<file path="config.mk">
export PLATFORM = sky130hd
export DESIGN_NAME = rv_dm_bridge
export DESIGN_NICKNAME = d
export VERILOG_FILES = /design/src/rtl/rv_dm_bridge_pkg.sv /design/src/rtl/rv_dm_bridge.sv
export SDC_FILE = /design/constraint.sdc
export NUM_CORES = 1
export LEC_CHECK = 0
export CORE_MARGIN = 4
export CORE_UTILIZATION = 41
export DETAILED_ROUTE_END_ITERATION = 12
export PLACE_DENSITY_LB_ADDON = 0.12
export SLEW_MARGIN = 40
export SYNTH_ARGS = -nofsm -noshare
export SYNTH_HDL_FRONTEND = slang
export SYNTH_SLANG_ARGS = --single-unit
</file>
<file path="constraint.sdc">
create_clock -name clk_i -period 2 [get_ports clk_i]
set_clock_uncertainty 0.1 [all_clocks]
set_input_delay 0.4 -clock clk_i [delete_from_list [all_inputs] [get_ports clk_i]]
set_output_delay 0.4 -clock clk_i [all_outputs]
set_load 0.02 [all_outputs]
</file>
<file path="src/rtl/rv_dm_bridge_pkg.sv">
// Shared definitions for the core data-memory to Wishbone bridge:
// FSM state encoding, timeout counter width and default timeout.
package rv_dm_bridge_pkg;

    typedef enum logic [1:0] {
        ST_IDLE  = 2'd0,
        ST_ISSUE = 2'd1,
        ST_WAIT  = 2'd2
    } state_e;

    localparam int unsigned DEFAULT_TIMEOUT = 255;
    localparam int          CNT_W           = 10;

endpackage

</file>
<file path="src/rtl/rv_dm_bridge.sv">
// Single-outstanding bridge from the core data-memory port to a pipelined
// Wishbone B4 master, with bus-error and timeout reporting.
module rv_dm_bridge
    import rv_dm_bridge_pkg::*;
#(
    parameter int unsigned g_timeout = DEFAULT_TIMEOUT
) (
    input  logic        clk_i,
    input  logic        rst_i,

    input  logic [31:0] dm_addr_i,
    input  logic [31:0] dm_data_s_i,
    input  logic [3:0]  dm_data_select_i,
    input  logic        dm_load_i,
    input  logic        dm_store_i,
    output logic        dm_ready_o,
    output logic [31:0] dm_data_l_o,
    output logic        dm_load_done_o,
    output logic        dm_store_done_o,
    output logic        dm_error_o,

    output logic        wb_cyc_o,
    output logic        wb_stb_o,
    output logic        wb_we_o,
    output logic [31:0] wb_adr_o,
    output logic [3:0]  wb_sel_o,
    output logic [31:0] wb_dat_o,
    input  logic [31:0] wb_dat_i,
    input  logic        wb_ack_i,
    input  logic        wb_err_i,
    input  logic        wb_stall_i
);

    localparam logic [CNT_W-1:0] LIMIT = CNT_W'(g_timeout - 1);

    state_e           state_q, state_d;
    logic [CNT_W-1:0] cnt_q, cnt_d;
    logic [31:0]      adr_q, adr_d;
    logic [3:0]       sel_q, sel_d;
    logic [31:0]      dat_q, dat_d;
    logic             we_q, we_d;
    logic [31:0]      data_l_q, data_l_d;
    logic             load_done_q, load_done_d;
    logic             store_done_q, store_done_d;
    logic             error_q, error_d;

    logic accept;
    logic resp;
    logic expired;
    logic finish;
    logic failed;

    always_comb begin
        state_d      = state_q;
        cnt_d        = cnt_q;
        adr_d        = adr_q;
        sel_d        = sel_q;
        dat_d        = dat_q;
        we_d         = we_q;
        data_l_d     = data_l_q;
        load_done_d  = 1'b0;
        store_done_d = 1'b0;
        error_d      = 1'b0;
        finish       = 1'b0;
        failed       = 1'b0;

        accept  = (state_q == ST_IDLE) && (dm_load_i || dm_store_i);
        // A response only counts once the slave has taken the strobe.
        resp    = (wb_ack_i || wb_err_i) &&
                  ((state_q == ST_WAIT) || ((state_q == ST_ISSUE) && !wb_stall_i));
        expired = (cnt_q == LIMIT);

        unique case (state_q)
            ST_IDLE: begin
                if (accept) begin
                    state_d = ST_ISSUE;
                    cnt_d   = '0;
                    adr_d   = {dm_addr_i[31:2], dm_addr_i[1:0] & 2'b00};
                    sel_d   = dm_store_i ? dm_data_select_i : 4'hF;
                    dat_d   = dm_data_s_i;
                    we_d    = dm_store_i;
                end
            end
            ST_ISSUE, ST_WAIT: begin
                cnt_d = cnt_q + CNT_W'(1);
                if (resp || expired) begin
                    // A real response in the last allowed cycle beats the timeout.
                    finish  = 1'b1;
                    failed  = resp ? wb_err_i : 1'b1;
                    state_d = ST_IDLE;
                end else if ((state_q == ST_ISSUE) && !wb_stall_i) begin
                    state_d = ST_WAIT;
                end
            end
            default: state_d = ST_IDLE;
        endcase

        if (finish) begin
            load_done_d  = !we_q;
            store_done_d = we_q;
            error_d      = failed;
            if (!we_q) begin
                data_l_d = failed ? 32'h0 : wb_dat_i;
            end
        end
    end

    always_ff @(posedge clk_i) begin
        if (rst_i) begin
            state_q      <= ST_IDLE;
            cnt_q        <= '0;
            adr_q        <= '0;
            sel_q        <= '0;
            dat_q        <= '0;
            we_q         <= 1'b0;
            data_l_q     <= '0;
            load_done_q  <= 1'b0;
            store_done_q <= 1'b0;
            error_q      <= 1'b0;
        end else begin
            state_q      <= state_d;
            cnt_q        <= cnt_d;
            adr_q        <= adr_d;
            sel_q        <= sel_d;
            dat_q        <= dat_d;
            we_q         <= we_d;
            data_l_q     <= data_l_d;
            load_done_q  <= load_done_d;
            store_done_q <= store_done_d;
            error_q      <= error_d;
        end
    end

    // Reset abandons the bus cycle immediately, not one clock later.
    assign dm_ready_o      = (state_q == ST_IDLE) && !rst_i;
    assign wb_cyc_o        = (state_q != ST_IDLE) && !rst_i;
    assign wb_stb_o        = (state_q == ST_ISSUE) && !rst_i;
    assign wb_we_o         = we_q;
    assign wb_adr_o        = adr_q;
    assign wb_sel_o        = sel_q;
    assign wb_dat_o        = dat_q;
    assign dm_data_l_o     = data_l_q;
    assign dm_load_done_o  = load_done_q;
    assign dm_store_done_o = store_done_q;
    assign dm_error_o      = error_q;

endmodule

</file>
==> metrics.txt <==
# TYPE chip_impl_metric gauge
chip_impl_metric{name="die_height",unit="um"} 112.9
chip_impl_metric{name="syn_area_per_cell",unit="sq um"} 8.404
chip_impl_info{name="path_cells",value="clkdlybuf4s50_1"} 1
chip_impl_metric{name="yosys.area_share.xor_xnor",unit="%"} 0.7485
chip_impl_metric{name="power_density",unit="nW/um^2"} 1053
chip_impl_metric{name="grt_first_pass_wirelength",unit="um"} 21910
chip_impl_metric{name="drt-initial-drc-count",unit=""} 362
chip_impl_metric{name="multiInputGateArea",unit="sq um"} 2017
chip_impl_metric{name="seqPwrFrac",unit="%"} 33.4
chip_impl_info{name="synth.cells.most_frequent",value="nand2_1, dfxtp_1, a21oi_1, nand3_1, nand4b_1"} 1
chip_impl_metric{name="drt.antenna.violating_nets",unit=""} 0
chip_impl_info{name="crit_end",value="wb_adr_o[12]"} 1
chip_impl_info{name="cts_tree",value="done"} 1
chip_impl_metric{name="timing.critical_path.slowest_cell_delay",unit="ns"} 0.62
chip_impl_info{name="critical_path.top_delay_family",value="buffers and inverters"} 1
chip_impl_metric{name="ys_seq_area_share",unit="%"} 50.57
chip_impl_metric{name="power.switching_fraction",unit="%"} 30.33
chip_impl_metric{name="numClockSinks",unit=""} 114
chip_impl_metric{name="cts.repair_timing.setup_buffer_count",unit=""} 0
chip_impl_metric{name="cts_buffers",unit=""} 17
chip_impl_metric{name="finalHoldViolCount",unit=""} 0
chip_impl_metric{name="vias_per_cell",unit=""} 5.121
chip_impl_metric{name="io_pins",unit=""} 214
chip_impl_metric{name="cp.depth",unit=""} 1
chip_impl_metric{name="drive_gt1_share",unit="%"} 9.163
chip_impl_info{name="setup_repair_after_global_routing_missed_its_margin",value="false"} 1
chip_impl_metric{name="antenna_found_initial",unit=""} 1
chip_impl_metric{name="place.detailed.hpwl",unit="um"} 9669
chip_impl_metric{name="ys_seq_elements",unit=""} 114
chip_impl_info{name="outcome",value="finished clean"} 1
chip_impl_metric{name="h_tree_level_count",unit=""} 4
chip_impl_metric{name="r2r_slack",unit="ns"} 0.15
chip_impl_metric{name="clock_tree.buffer_depth",unit=""} 2
chip_impl_metric{name="fillerInstances",unit=""} 872
chip_impl_metric{name="p_sw",unit="mW"} 2.418
chip_impl_metric{name="yosys-mux-area-fraction",unit="%"} 0
chip_impl_metric{name="yosys_warnings",unit=""} 0
chip_impl_metric{name="p_clk_share",unit="%"} 37.9
chip_impl_metric{name="fmax",unit="MHz"} 512.0
chip_impl_metric{name="critPathRequiredTime",unit="ns"} 1.50
chip_impl_metric{name="worstMarginPinSlew",unit="ns"} 0.6260
chip_impl_metric{name="yosysTopAreaCellShare",unit="%"} 50.57
chip_impl_metric{name="synth-edff-count",unit=""} 0
chip_impl_metric{name="critical_path_peak_fanout",unit=""} 2
chip_impl_metric{name="drt_first_pass_iters",unit=""} 5
chip_impl_metric{name="timing.setup.tns",unit="ns"} 0
chip_impl_info{name="crit_path_top_delay_cell",value="clkdlybuf4s50_1"} 1
chip_impl_metric{name="maximum_resistive_drop_on_vdd",unit="V"} 0.0005520
chip_impl_metric{name="core-area",unit="sq um"} 10790
chip_impl_metric{name="max_cap_violations",unit=""} 0
chip_impl_metric{name="place.gp.congestion",unit=""} 0.7941
chip_impl_metric{name="routed_wire_length_per_instance",unit="um"} 15.47
chip_impl_metric{name="cts.reportedPaths.clkPinSlew",unit="ns"} 0.06
chip_impl_metric{name="num_antenna_cells",unit=""} 0
chip_impl_metric{name="share_of_synthesized_cell_area_in_full_adder_half_adder_and_majority_cells",unit="%"} 1.386
chip_impl_info{name="worstSetupStartpoint",value="wb_adr_o[12]"} 1
chip_impl_info{name="synth_top_family_by_area",value="simple AND/OR/NAND/NOR gates"} 1
chip_impl_metric{name="place_ws",unit="ns"} 0.009534
chip_impl_info{name="startpoint_type",value="flop"} 1
chip_impl_metric{name="first_global_vias",unit=""} 4442
chip_impl_metric{name="worstPathBufferInverterCount",unit=""} 1
chip_impl_metric{name="num_vias",unit=""} 4573
chip_impl_metric{name="initial_core_utilization",unit="%"} 41.82
chip_impl_metric{name="floorplan.rows",unit=""} 38
chip_impl_metric{name="nets",unit=""} 852
chip_impl_info{name="hold_path.class",value="in -> reg"} 1
chip_impl_metric{name="internal-power",unit="mW"} 5.553
chip_impl_metric{name="syn-instance-count",unit=""} 537
chip_impl_metric{name="crit_arrival",unit="ns"} 1.45
chip_impl_metric{name="pin_count_of_the_biggest_net_entering_global_routing",unit=""} 64
chip_impl_info{name="ctsRootBufferMaster",value="clkbuf_8"} 1
chip_impl_metric{name="period_minus_slack",unit="ns"} 1.953
chip_impl_info{name="timing.rr.start",value="state_q[0]"} 1
chip_impl_metric{name="drv_slew",unit=""} 0
chip_impl_metric{name="simple_gate_area_share_of_the_yosys_netlist",unit="%"} 26.95
chip_impl_metric{name="relSlewSlack",unit="%"} 58.27
chip_impl_metric{name="grt.overflow.total",unit=""} 0
chip_impl_metric{name="synth.cell_area",unit="sq um"} 4513
chip_impl_metric{name="wl",unit="um"} 13810
chip_impl_metric{name="leakagePower",unit="nW"} 3.793
chip_impl_info{name="synth_flop_cell",value="dfxtp_1"} 1
chip_impl_metric{name="buffer_ports.inserted",unit=""} 209
chip_impl_info{name="post-synth-top-count-cell",value="nand2_1"} 1
chip_impl_metric{name="final_critical_path_share_of_the_clock_period",unit="%"} 97.65
chip_impl_metric{name="setup_viol",unit=""} 0
chip_impl_metric{name="areaGrowthSynthToFinish",unit="%"} 67.78
chip_impl_info{name="setup.worst_path.class",value="reg -> out"} 1
chip_impl_metric{name="grt.total_usage",unit="%"} 21.33
chip_impl_metric{name="combPwrFrac",unit="%"} 28.8
chip_impl_metric{name="synth-compound-area-share",unit="%"} 14.86
chip_impl_info{name="yosys.area.top_type",value="dfxtp_1"} 1
chip_impl_metric{name="distinct_cells_synth",unit=""} 43
chip_impl_metric{name="dieArea",unit="sq um"} 12750
chip_impl_info{name="synth_top_cells_by_area",value="dfxtp_1, a21oi_1, nand2_1, nand4b_1, nand3_1"} 1
chip_impl_metric{name="layout.area.seq",unit="sq um"} 2283
chip_impl_metric{name="die_width",unit="um"} 112.9
chip_impl_metric{name="detail_route.drc_violations",unit=""} 0
chip_impl_metric{name="number_of_cells_traversed_by_the_worst_register_to_register_path",unit=""} 7
chip_impl_metric{name="p_total",unit="mW"} 7.971
chip_impl_info{name="worst_r2r_endpoint",value="cnt_q[9]"} 1
chip_impl_metric{name="post-route-worst-setup-slack",unit="ns"} 0.04696
chip_impl_info{name="critical_path.endpoint_type",value="output port"} 1
chip_impl_metric{name="synth_async_sr_flop_share",unit="%"} 0
chip_impl_metric{name="clock_latency",unit="ns"} 0.51
chip_impl_metric{name="holdWs",unit="ns"} 0.3335
==> flip-flops by register name, summed over array words and instances, names as in the netlist <==
name,count
wb_sel_o,4
dm_store_done_o,1
cnt_q,10
dm_error_o,1
dm_load_done_o,1
wb_dat_o,32
dm_data_l_o,32
state_q,2
wb_adr_o,30
wb_we_o,1
==> how the worst min path moves through the flow <==
stage,from,end,cells after the start
after detailed placement,wb_adr_o[18],wb_adr_o[18],2
after floorplan,cnt_q[9],cnt_q[9],2
after global placement,wb_dat_o[11],wb_dat_o[11],2
final,dm_data_s_i[5],wb_dat_o[5],3
after CTS,dm_data_s_i[5],wb_dat_o[5],3
after global routing,dm_addr_i[20],wb_adr_o[20],3
==> routing by layer <==
metal	GRT usage (%)	vias to the layer above	routed length, um
met5	0	-	7
met4	7.853	2	299
met3	9.626	22	1348
met2	33.73	185	6542
met1	25.61	2111	5615
li1	-	2253	-
==> through the flow <==
step,utilization (%),std cells,instance area [sq um]
6_report,70.16,893,7572
5_1_grt,70.16,893,7572
4_1_cts,68.43,893,7386
3_5_place_dp,62.90,860,6789
3_3_place_gp,62.90,860,6789
2_1_floorplan,-,538,4517
==> worst min-delay path, cell delays in order <==
cell	delay, ns
clkdlybuf4s50_1	0.39
nand2_1	0.05
a21oi_1	0.05
==> placed cells by master (no fill, tap or decap), drive strengths merged, types with 2 or more instances in the layout <==
cell,netlist,layout
nand4,4,4
nor2,11,11
and4,2,2
clkbuf,20,23
nor2b,4,4
conb,1,2
dlygate4sd2,0,4
clkinvlp,0,3
bufinv,0,3
nand3,36,36
or3,6,6
buf,26,23
a31oi,2,2
dfxtp,114,114
ha,5,5
dlymetal6s2s,0,67
a21oi,104,104
nand3b,4,4
and2,2,2
xnor2,2,2
a2111oi,2,2
clkdlybuf4s50,0,134
inv,6,6
nor3b,2,2
clkinv,0,3
o21ai,12,12
nand4b,32,32
nand2,128,128
==> final cells by class <==
cell class / instances / share of cell area (%)
Timing Repair Buffer: 229 / 32.62
Sequential cell: 114 / 30.16
Multi-Input combinational cell: 372 / 26.64
Clock buffer: 23 / 6.295
Tap cell: 140 / 2.313
Clock inverter: 9 / 1.685
Inverter: 6 / 0.2974
==> cells by family (layout without fill, tap and decap cells) <==
group                    Yosys count  after routing
adder cells (fa/ha/maj)            5              5
buffers and inverters             52            267
AO/OA/AOI/OAI                    126            126
other                              1              2
XOR/XNOR                           3              3
flip-flops                       114            114
AND/OR/NAND/NOR                  236            236
==> what timing repair did <==
action,in CTS,in global routing
hold endpoints to repair,2,0
resized for setup,17,73
setup endpoints to repair,7,88
pin swaps,0,1
hold buffers,1,0
==> power by group through the flow <==
stage | clock (mW) | sequential (mW) | combinational (mW)
5_1_grt | 3.22 | 2.69 | 2.50
3_3_place_gp | 0 | 2.70 | 2.28
2_1_floorplan | 0 | 2.99 | 0.955
4_1_cts | 3.09 | 2.66 | 2.31
6_report | 3.02 | 2.66 | 2.30
3_5_place_dp | 0 | 2.71 | 2.32
(Power assumes the default switching activity.)
